--- src/rtl/video_pkg.sv ---
// Shared types and constants for the video pattern generator.
// Bar colours are 3-bit {b,g,r} masks, index 0 = leftmost bar.
package video_pkg;

  typedef enum logic [1:0] {
    SOLID     = 2'd0,
    BARS      = 2'd1,
    RAMP      = 2'd2,
    RAMP_MOVE = 2'd3
  } patgen_mode_t;

  typedef enum logic {
    IDLE = 1'b0,
    RUN  = 1'b1
  } patgen_state_t;

  // white, yellow, cyan, green, magenta, red, blue, black
  localparam logic [7:0][2:0] BAR_MASK = {
    3'b000, 3'b100, 3'b001, 3'b101,
    3'b010, 3'b110, 3'b011, 3'b111
  };

endpackage

--- src/rtl/video_timing_gen.sv ---
// Raster counters, run/idle FSM, frame counter and raw de/hs/vs.
// Frames always complete; en_i is only looked at on frame boundaries.
module video_timing_gen
  import video_pkg::*;
#(
  parameter int H_ACTIVE = 640,
  parameter int H_FP     = 16,
  parameter int H_SYNC   = 96,
  parameter int H_BP     = 48,
  parameter int V_ACTIVE = 480,
  parameter int V_FP     = 10,
  parameter int V_SYNC   = 2,
  parameter int V_BP     = 33,
  parameter int HW = $clog2(H_ACTIVE + H_FP + H_SYNC + H_BP),
  parameter int VW = $clog2(V_ACTIVE + V_FP + V_SYNC + V_BP)
) (
  input  logic          clk,
  input  logic          rst,
  input  logic          en_i,
  output logic [HW-1:0] h_cnt_o,
  output logic [VW-1:0] v_cnt_o,
  output logic [7:0]    frame_cnt_o,
  output logic          de_o,
  output logic          hs_o,
  output logic          vs_o,
  output logic          busy_o,
  output logic          load_o
);

  localparam int H_TOTAL = H_ACTIVE + H_FP + H_SYNC + H_BP;
  localparam int V_TOTAL = V_ACTIVE + V_FP + V_SYNC + V_BP;

  localparam logic [HW-1:0] H_LAST = HW'(H_TOTAL - 1);
  localparam logic [VW-1:0] V_LAST = VW'(V_TOTAL - 1);
  localparam logic [HW-1:0] H_ACT  = HW'(H_ACTIVE);
  localparam logic [VW-1:0] V_ACT  = VW'(V_ACTIVE);
  localparam logic [HW-1:0] HS_B   = HW'(H_ACTIVE + H_FP);
  localparam logic [HW-1:0] HS_E   = HW'(H_ACTIVE + H_FP + H_SYNC);
  localparam logic [VW-1:0] VS_B   = VW'(V_ACTIVE + V_FP);
  localparam logic [VW-1:0] VS_E   = VW'(V_ACTIVE + V_FP + V_SYNC);

  patgen_state_t r_state;
  logic [HW-1:0] r_h;
  logic [VW-1:0] r_v;
  logic [7:0]    r_frame;

  logic w_run;
  logic w_h_end;
  logic w_f_end;

  assign w_run   = (r_state == RUN);
  assign w_h_end = (r_h == H_LAST);
  assign w_f_end = w_run && w_h_end && (r_v == V_LAST);

  // Frame FSM: start on en_i, wrap or stop only at frame end
  always_ff @(posedge clk) begin
    if (rst) begin
      r_state <= IDLE;
      r_h     <= '0;
      r_v     <= '0;
      r_frame <= '0;
    end else begin
      unique case (r_state)
        IDLE: begin
          r_h <= '0;
          r_v <= '0;
          if (en_i)
            r_state <= RUN;
        end
        RUN: begin
          if (w_h_end) begin
            r_h <= '0;
            if (r_v == V_LAST) begin
              r_v <= '0;
              if (en_i)
                r_frame <= r_frame + 8'd1;
              else
                r_state <= IDLE;
            end else begin
              r_v <= r_v + VW'(1);
            end
          end else begin
            r_h <= r_h + HW'(1);
          end
        end
        default: r_state <= IDLE;
      endcase
    end
  end

  assign load_o = en_i && (!w_run || w_f_end);

  assign h_cnt_o     = r_h;
  assign v_cnt_o     = r_v;
  assign frame_cnt_o = r_frame;
  assign busy_o      = w_run;

  assign de_o = w_run && (r_h < H_ACT) && (r_v < V_ACT);
  assign hs_o = w_run && (r_h >= HS_B) && (r_h < HS_E);
  assign vs_o = w_run && (r_v >= VS_B) && (r_v < VS_E);

endmodule

--- src/rtl/video_pattern_gen.sv ---
// Raster test-pattern source: timing plus solid/bars/ramp patterns.
// Optional VIDEO_PATGEN_BORDER_EN draws a full-scale white frame border.
module video_pattern_gen
  import video_pkg::*;
#(
  parameter int PIXEL_WIDTH = 8,
  parameter int H_ACTIVE    = 640,
  parameter int H_FP        = 16,
  parameter int H_SYNC      = 96,
  parameter int H_BP        = 48,
  parameter int V_ACTIVE    = 480,
  parameter int V_FP        = 10,
  parameter int V_SYNC      = 2,
  parameter int V_BP        = 33
) (
  input  logic                     clk,
  input  logic                     rst,
  input  logic                     en_i,
  input  logic [1:0]               mode_i,
  input  logic [3*PIXEL_WIDTH-1:0] solid_i,
  output logic [3*PIXEL_WIDTH-1:0] do_o,
  output logic                     de_o,
  output logic                     hs_o,
  output logic                     vs_o,
  output logic                     busy_o
);

  localparam int PW  = PIXEL_WIDTH;
  localparam int HW  = $clog2(H_ACTIVE + H_FP + H_SYNC + H_BP);
  localparam int VW  = $clog2(V_ACTIVE + V_FP + V_SYNC + V_BP);
  localparam int BW  = H_ACTIVE / 8;
  localparam int BPW = $clog2(BW + 1);

  localparam logic [HW-1:0]  H_LAST = HW'(H_ACTIVE + H_FP + H_SYNC + H_BP - 1);
  localparam logic [BPW-1:0] BP_END = BPW'(BW - 1);

  logic [HW-1:0] w_h;
  logic [VW-1:0] w_v;
  logic [7:0]    w_frame;
  logic          w_de;
  logic          w_hs;
  logic          w_vs;
  logic          w_busy;
  logic          w_load;

  video_timing_gen #(
    .H_ACTIVE (H_ACTIVE),
    .H_FP     (H_FP),
    .H_SYNC   (H_SYNC),
    .H_BP     (H_BP),
    .V_ACTIVE (V_ACTIVE),
    .V_FP     (V_FP),
    .V_SYNC   (V_SYNC),
    .V_BP     (V_BP),
    .HW       (HW),
    .VW       (VW)
  ) u_timing (
    .clk         (clk),
    .rst         (rst),
    .en_i        (en_i),
    .h_cnt_o     (w_h),
    .v_cnt_o     (w_v),
    .frame_cnt_o (w_frame),
    .de_o        (w_de),
    .hs_o        (w_hs),
    .vs_o        (w_vs),
    .busy_o      (w_busy),
    .load_o      (w_load)
  );

  patgen_mode_t         r_mode;
  logic [3*PW-1:0]      r_solid;
  logic [2:0]           r_bar;
  logic [BPW-1:0]       r_bar_px;
  logic [3*PW-1:0]      r_do;
  logic                 r_de;
  logic                 r_hs;
  logic                 r_vs;

  // Pattern selection is frozen for the whole frame
  always_ff @(posedge clk) begin
    if (rst) begin
      r_mode  <= SOLID;
      r_solid <= '0;
    end else if (w_load) begin
      r_mode  <= patgen_mode_t'(mode_i);
      r_solid <= solid_i;
    end
  end

  // Bar index tracks h_cnt; restarts at each line start
  always_ff @(posedge clk) begin
    if (rst || !w_busy || w_h == H_LAST) begin
      r_bar    <= '0;
      r_bar_px <= '0;
    end else if (r_bar_px == BP_END) begin
      r_bar    <= r_bar + 3'd1;
      r_bar_px <= '0;
    end else begin
      r_bar_px <= r_bar_px + BPW'(1);
    end
  end

  logic [31:0]     w_sum;
  logic [PW-1:0]   w_x;
  logic [PW-1:0]   w_xm;
  logic [2:0]      w_mask;
  logic [3*PW-1:0] w_pix;

  assign w_sum  = 32'(w_h) + 32'(w_frame);
  assign w_x    = PW'(32'(w_h));
  assign w_xm   = PW'(w_sum);
  assign w_mask = BAR_MASK[r_bar];

  // Pattern mux for the current raster position
  always_comb begin
    w_pix = '0;
    unique case (r_mode)
      SOLID:     w_pix = r_solid;
      BARS:      w_pix = {{PW{w_mask[2]}},
                          {PW{w_mask[1]}},
                          {PW{w_mask[0]}}};
      RAMP:      w_pix = {3{w_x}};
      RAMP_MOVE: w_pix = {3{w_xm}};
      default:   w_pix = '0;
    endcase
`ifdef VIDEO_PATGEN_BORDER_EN
    if (w_h == '0 || w_h == HW'(H_ACTIVE - 1) ||
        w_v == '0 || w_v == VW'(V_ACTIVE - 1))
      w_pix = '1;
`endif
  end

`ifndef VIDEO_PATGEN_BORDER_EN
  logic w_unused_v;
  assign w_unused_v = ^w_v;
`endif

  // Output registers, one clock behind the counters
  always_ff @(posedge clk) begin
    if (rst) begin
      r_do <= '0;
      r_de <= 1'b0;
      r_hs <= 1'b0;
      r_vs <= 1'b0;
    end else begin
      r_do <= w_de ? w_pix : '0;
      r_de <= w_de;
      r_hs <= w_hs;
      r_vs <= w_vs;
    end
  end

  assign do_o   = r_do;
  assign de_o   = r_de;
  assign hs_o   = r_hs;
  assign vs_o   = r_vs;
  assign busy_o = w_busy;

endmodule

--- config.mk ---
export PLATFORM = sky130hd
export DESIGN_NAME = video_pattern_gen
export DESIGN_NICKNAME = d
export VERILOG_FILES = /design/src/rtl/video_pkg.sv /design/src/rtl/video_timing_gen.sv /design/src/rtl/video_pattern_gen.sv
export SDC_FILE = /design/constraint.sdc
export NUM_CORES = 1
export LEC_CHECK = 0
export ABC_CLOCK_PERIOD_IN_PS = 3000
export CELL_PAD_IN_SITES_DETAIL_PLACEMENT = 0
export CELL_PAD_IN_SITES_GLOBAL_PLACEMENT = 1
export CORE_MARGIN = 8
export CORE_UTILIZATION = 42
export DETAILED_ROUTE_END_ITERATION = 8
export MAX_ROUTING_LAYER = met4
export PLACE_DENSITY = 0.81
export SYNTH_ARGS = -nofsm -noshare
export SYNTH_HDL_FRONTEND = slang
export SYNTH_SLANG_ARGS = --single-unit
--- constraint.sdc ---
create_clock -name clk -period 3 [get_ports clk]
set_input_delay 0.6 -clock clk [delete_from_list [all_inputs] [get_ports clk]]
set_output_delay 0.6 -clock clk [all_outputs]
set_load 0.01 [all_outputs]
* After elaboration in Yosys (flattened, before gate mapping)
Memories as Yosys holds them, arrays and structs flattened. A register that Yosys moved wholly into a read port is not among the register bits. Cells that the tools add are included.
Storage, ports and cells: input port bits 29, flip-flop bits (word level) 92, memories kept 1, output and inout bits 28, memory bits (read-only) 24
Operators by class: mux-type cells 13, magnitude comparators 7, equality and inequality tests 7, reduce and logical (&&, ||, !) cells 17, add/subtract/negate cells 6, bitwise logic cells 2
Memories:
- (no name shown) | words 8, width 3, rd ports 1, clocked after memory_dff 1, write ports 0, RTL line video_pattern_gen.sv:113 | assign w_mask = BAR_MASK[r_bar];
Operator list (count):
- 24-bit case mux with 4 select lines | 1
- 10-bit case mux with 2 select lines | 2
- 10-bit 2-to-1 mux | 3
- 10-bit by 1-bit adder with 10-bit output, second input constant | 2
- 10-bit equality test, second input constant | 2
- 10-bit less-than comparator, second input constant | 2
- 10-bit by 9-bit less-than comparator with 1-bit output, second input constant | 2
- 10-bit >= comparator, second input constant | 1
- 10-bit by 9-bit >= comparator with 1-bit output, second input constant | 1
- 1-bit logical AND | 9
- 3-bit 2-to-1 mux | 3
- 8-bit by 1-bit adder with 8-bit output, second input constant | 1
- 8-bit adder | 1
- 7-bit by 1-bit adder with 7-bit output, second input constant | 1
- 7-bit equality test, second input constant | 1
- 2-bit equality test, second input constant | 2
- 3-bit by 4-bit less-than comparator with 1-bit output, second input constant | 1
- 4-bit AND reduction | 1
- 2-bit OR reduction | 2
- 3-bit by 1-bit adder with 3-bit output, second input constant | 1
- 1-bit logical OR | 3
- 1-bit 2-to-1 mux | 3
- 2-bit by 1-bit equality test with 1-bit output, second input constant | 1
- 2-bit logical NOT | 1
- 4 further kinds | 5

* Logic depth before layout (Yosys ltp)
depth in word-level cells 5, depth in mapped cells 9, depth with buffers taken out 8

* By module
A second synthesis with hierarchy kept.
Second synthesis, totals: cell total of the unflattened synthesis 459, area, all modules 4274.1 um^2
By module, submodules not included:
- video_pattern_gen | area each 2810.2 um^2, cells an instance 285, instances 1
- video_timing_gen | area each 1463.9 um^2, cells an instance 174, instances 1

* Worst setup path after synthesis
No wires, ideal clock.
path kind register to register, from register u_timing.r_h[0] (netlist: u_timing.h_cnt_o[0]), to register r_do[22] (netlist: do_o[22]), path buffers 0, required time 2909 ps, slack 896 ps, cell stages (with the launch flop) 9, setup time 91 ps, arrival time 2013 ps, cells stage by stage dfxtp_1 > ha_1 > inv_1 > fa_1 > nor2b_1 > o211ai_1 > a21boi_0 > mux2_2 > a311oi_1
On the way: word-level cells in the longest chain between the ends 5
Ends and longest elaborated chain:
- start, declared | RTL line video_timing_gen.sv:43 | logic [HW-1:0] r_h;
- start signal, assigned | RTL line video_timing_gen.sv:83 | r_h <= r_h + HW'(1);
- 10-bit less-than comparator | RTL line video_timing_gen.sv:98 | assign de_o = w_run && (r_h < H_ACT) && (r_v < V_ACT);
- 1-bit logical AND (2 in a row) | RTL line video_timing_gen.sv:98
- 1-bit NOT (no line)
- 2-bit OR reduction (no line)
- end signal, assigned | RTL line video_pattern_gen.sv:147 | r_do <= w_de ? w_pix : '0;
- end, declared | RTL line video_pattern_gen.sv:75 | logic [3*PW-1:0] r_do;
Several ways; a longest one is shown, not always the timed one. A chain may end at the register's enable or synchronous reset.

* Final worst setup path
from register u_timing.r_h[1] (netlist: u_timing.h_cnt_o[1]), to register r_solid[22]
On the way: word-level cells in the longest chain between the ends 5
Ends and longest elaborated chain:
- 10-bit equality test | RTL line video_timing_gen.sv:52 | assign w_h_end = (r_h == H_LAST);
- 1-bit logical AND (2 in a row) | RTL line video_timing_gen.sv:53 | assign w_f_end = w_run && w_h_end && (r_v == V_LAST);
- 1-bit logical OR | RTL line video_timing_gen.sv:91 | assign load_o = en_i && (!w_run || w_f_end);
- 1-bit logical AND | RTL line video_timing_gen.sv:91
- end signal, assigned | RTL line video_pattern_gen.sv:87 | r_solid <= solid_i;
- end, declared | RTL line video_pattern_gen.sv:72 | logic [3*PW-1:0] r_solid;
Every way passes these cells.

==> out/results.ini <==
[floorplanning]
rows = 38
dieArea_mm2 = 0.01434
die_y_um = 119.8
core_area_mm2 = 0.01065
die_w_um = 119.8
num_io_pins = 57
start_util_pct = 42.46

[critical_path]
worstSetupStartpointType = flop
crit_chain = ha_1 -> and4_1 -> and4_1 -> nand2_2 -> a21boi_4 -> buf_4 -> mux2i_1
reg2reg_from = u_timing.h_cnt_o[1]
cp_max_fo = 26
worstRegToRegCells = 7
reg2reg_to = r_solid[22]
crit_slowest_cell = dfxtp_1
cp-end-kind = flop
required_ps = 3290
endpoint = r_solid[22]
cp_top_family = simple AND/OR/NAND/NOR gates
startpoint = u_timing.h_cnt_o[1]
worst_path_most_repeated_cell = and4_1
critPathKind = flop to flop
worst-path-buf-inv = 1
path_depth = 7
cp.arrival_ps = 2820
max_stage_delay_ps = 460
reg2reg_slack_ps = 480

[clocking]
cts_inserted_buffers = 9
cts_tree = done
cts.sinks = 95
ctsResizeCount = 0
hold_buffers = 0
cts_root_buf = clkbuf_8
post_cts_buffers = 0
htreeDepth = 3
clkTransAtPathRegs_ps = 90
clk_latency_ps = 380
clk_path_buf_depth = 2

[pwr]
clkPwrFrac_pct = 37.4
leakagePower_nw = 2.050
switching_share_pct = 23.85
p_int_mw = 1.895
switching_power_mw = 0.5932
p_seq_share_pct = 53.3
fin_total_pwr_mw = 2.488
vdd_drop_max_v = 0.0001905
share_comb_of_total_power_pct = 9.3
p_per_area_mw_per_mm2 = 460.8

[timing]
max_freq_mhz = 396.2
setup_ws_ps = 476.2
slew_headroom_pct = 56.15
drv_slew = 0
period_minus_slack_ps = 2524
tns_ps = 0
skew_ps = 15.24
setup_violations = 0
worstMarginPinSlew_ps = 657.7
rsz0062_at_grt = false
fin_hold_ws_ps = 461.5
fin_crit_sh_pct = 84.13
hold_violations = 0

[yosys]
async_reset_ff_share_pct = 0
post_synth_num_cell_types = 50
synth_top_area_share_pct = 42.06
synth-simple-area-share_pct = 23.80
ys_seq_area_share_pct = 42.06
synth_area_mm2 = 0.004522
ys_seq_elements = 95
synth_top_family_by_area = simple AND/OR/NAND/NOR gates
syn_nets = 543
syn_inst = 498
synth_edf_count = 0
synth_flop_cell = dfxtp_1
synthMuxAreaShare_pct = 6.890
synth_xor_area_share_pct = 4.261
synthAdderAreaFrac_pct = 4.593
avgSynthCellArea_um2 = 9.080
synth_compound_area_share_pct = 13.86
synth_largest_area_cell = dfxtp_1
ys_warn_count = 0
yosys-top-cells-area = dfxtp_1 42%, nand2b_1 9.1%, mux2i_1 6.6%

[global_route]
grt_max_degree = 62
gr-usage-all-layers_pct = 15.58
grt_pass1_vias = 3419
antenna_found_initial = 0
grt_pass1_wl_um = 17640
grt_overflow = 0

[route]
initialDrtViolationCount = 244
routed_wl_um = 10620
vias_per_cell = 5.229
num_vias = 3613
drc = 0
first_pass_iters = 4
ant_nets = 0
wl_per_cell_um = 15.37

[worst_hold_path]
hold_path.class = flop to flop

[cells_and_area]
syn2layout_area_growth_pct = 19.40
seqCellArea_mm2 = 0.001902
multi_input_area_mm2 = 0.002422
diodes = 0
final.fill_count = 1032
drive_gt1_share_pct = 7.260
layout.nets = 591

[flow_run]
maxCapViolations = 0

[place]
io_buffers = 56
dp_slack_ps = 531.0
gp_congestion = 0.8837
dp_hpwl_um = 7783

[outcome]
status = finished, final reports clean

==> worst min-delay path by stage <==
stage | startpoint | to | cells past startpoint
3_3_place_gp | r_bar_px[0] | r_bar_px[0] | 1
2_1_floorplan | r_bar_px[0] | r_bar_px[0] | 1
3_5_place_dp | r_bar_px[0] | r_bar_px[0] | 1
4_1_cts | r_bar_px[0] | r_bar_px[0] | 1
6_report | r_bar_px[0] | r_bar_px[0] | 1
5_1_grt | r_bar_px[0] | r_bar_px[0] | 1
==> cell type report <==
cell class | instances | share of cell area (%)
inverter | 16 | 1.112
clock buffer | 9 | 2.294
multi-input combinational | 360 | 44.87
timing repair buffer | 64 | 11.49
tap | 140 | 3.244
clock inverter | 7 | 1.761
sequential | 95 | 35.23
==> metal layers <==
layer / wire length (µm) / global-route usage (%) / vias to the layer above
met1: 5167 / 20.53 / 1688
met3: 541 / 3.429 / 14
li1: - / - / 1822
met4: 170 / 5.933 / 0
met2: 4744 / 22.84 / 89
met5: 0 / - / -
==> synth_stat cells (all sizes together) (14+ instances only) <==
library cell and n:
nand3 14, a21oi 28, o21ai 25, clkbuf 22, nand2 24, dfxtp 95, a31oi 14, nand2b 66
nor2 38, inv 16, mux2i 30, ha 15
==> sequential cells by signal, indices dropped and copies added (netlist names), 2 cells and up <==
register,cells
do_o,24
r_bar,3
r_bar_px,7
r_mode,2
r_solid,24
u_timing.frame_cnt_o,8
u_timing.h_cnt_o,10
u_timing.v_cnt_o,10
w_mask,3
==> power groups by stage <==
stage | Clock (mW) | Sequential [mW] | Combinational, mW
after floorplan | 0 | 1.35 | 0.141
after global placement | 0 | 1.35 | 0.230
after detailed placement | 0 | 1.35 | 0.232
after CTS | 0.961 | 1.33 | 0.233
after global routing | 1.01 | 1.33 | 0.255
final | 0.930 | 1.33 | 0.232
==> cell families (layout without fill, tap and decap cells) <==
family | Yosys count | in the layout
xor gates and xnor gates | 22 | 22
buffers and inverters | 43 | 96
adders and majority gates | 16 | 16
AOI/OAI and AO/OA | 99 | 99
muxes | 31 | 31
DFF | 95 | 95
and+or+nand+nor | 192 | 192
==> layout by cell type, fill, tap and decap left out, drive strengths merged, types with 4 or more instances in the layout <==
cell and instances:
nand2b 66, dfxtp 95, a21oi 28, or3 7
nand3 14, clkdlybuf4s50 56, nor3 4, nand2 24
inv 18, buf 8, xnor2 11, and3 7
nand4 9, clkbuf 9, o21ai 25, nor2 38
a211oi 4, ha 15, nor2b 7, a31oi 14
o221a 6, mux2i 30, xor2 11, a21o 6
==> metrics by stage <==
stage,instances,cell area (µm²),util [%]
floorplan,498,4522,-
finish,691,5399,50.69
detailed placement,675,5180,48.64
global placement,675,5180,48.64
CTS,691,5399,50.69
global route,691,5399,50.69
No activity file was read; power rests on OpenSTA's default activity.
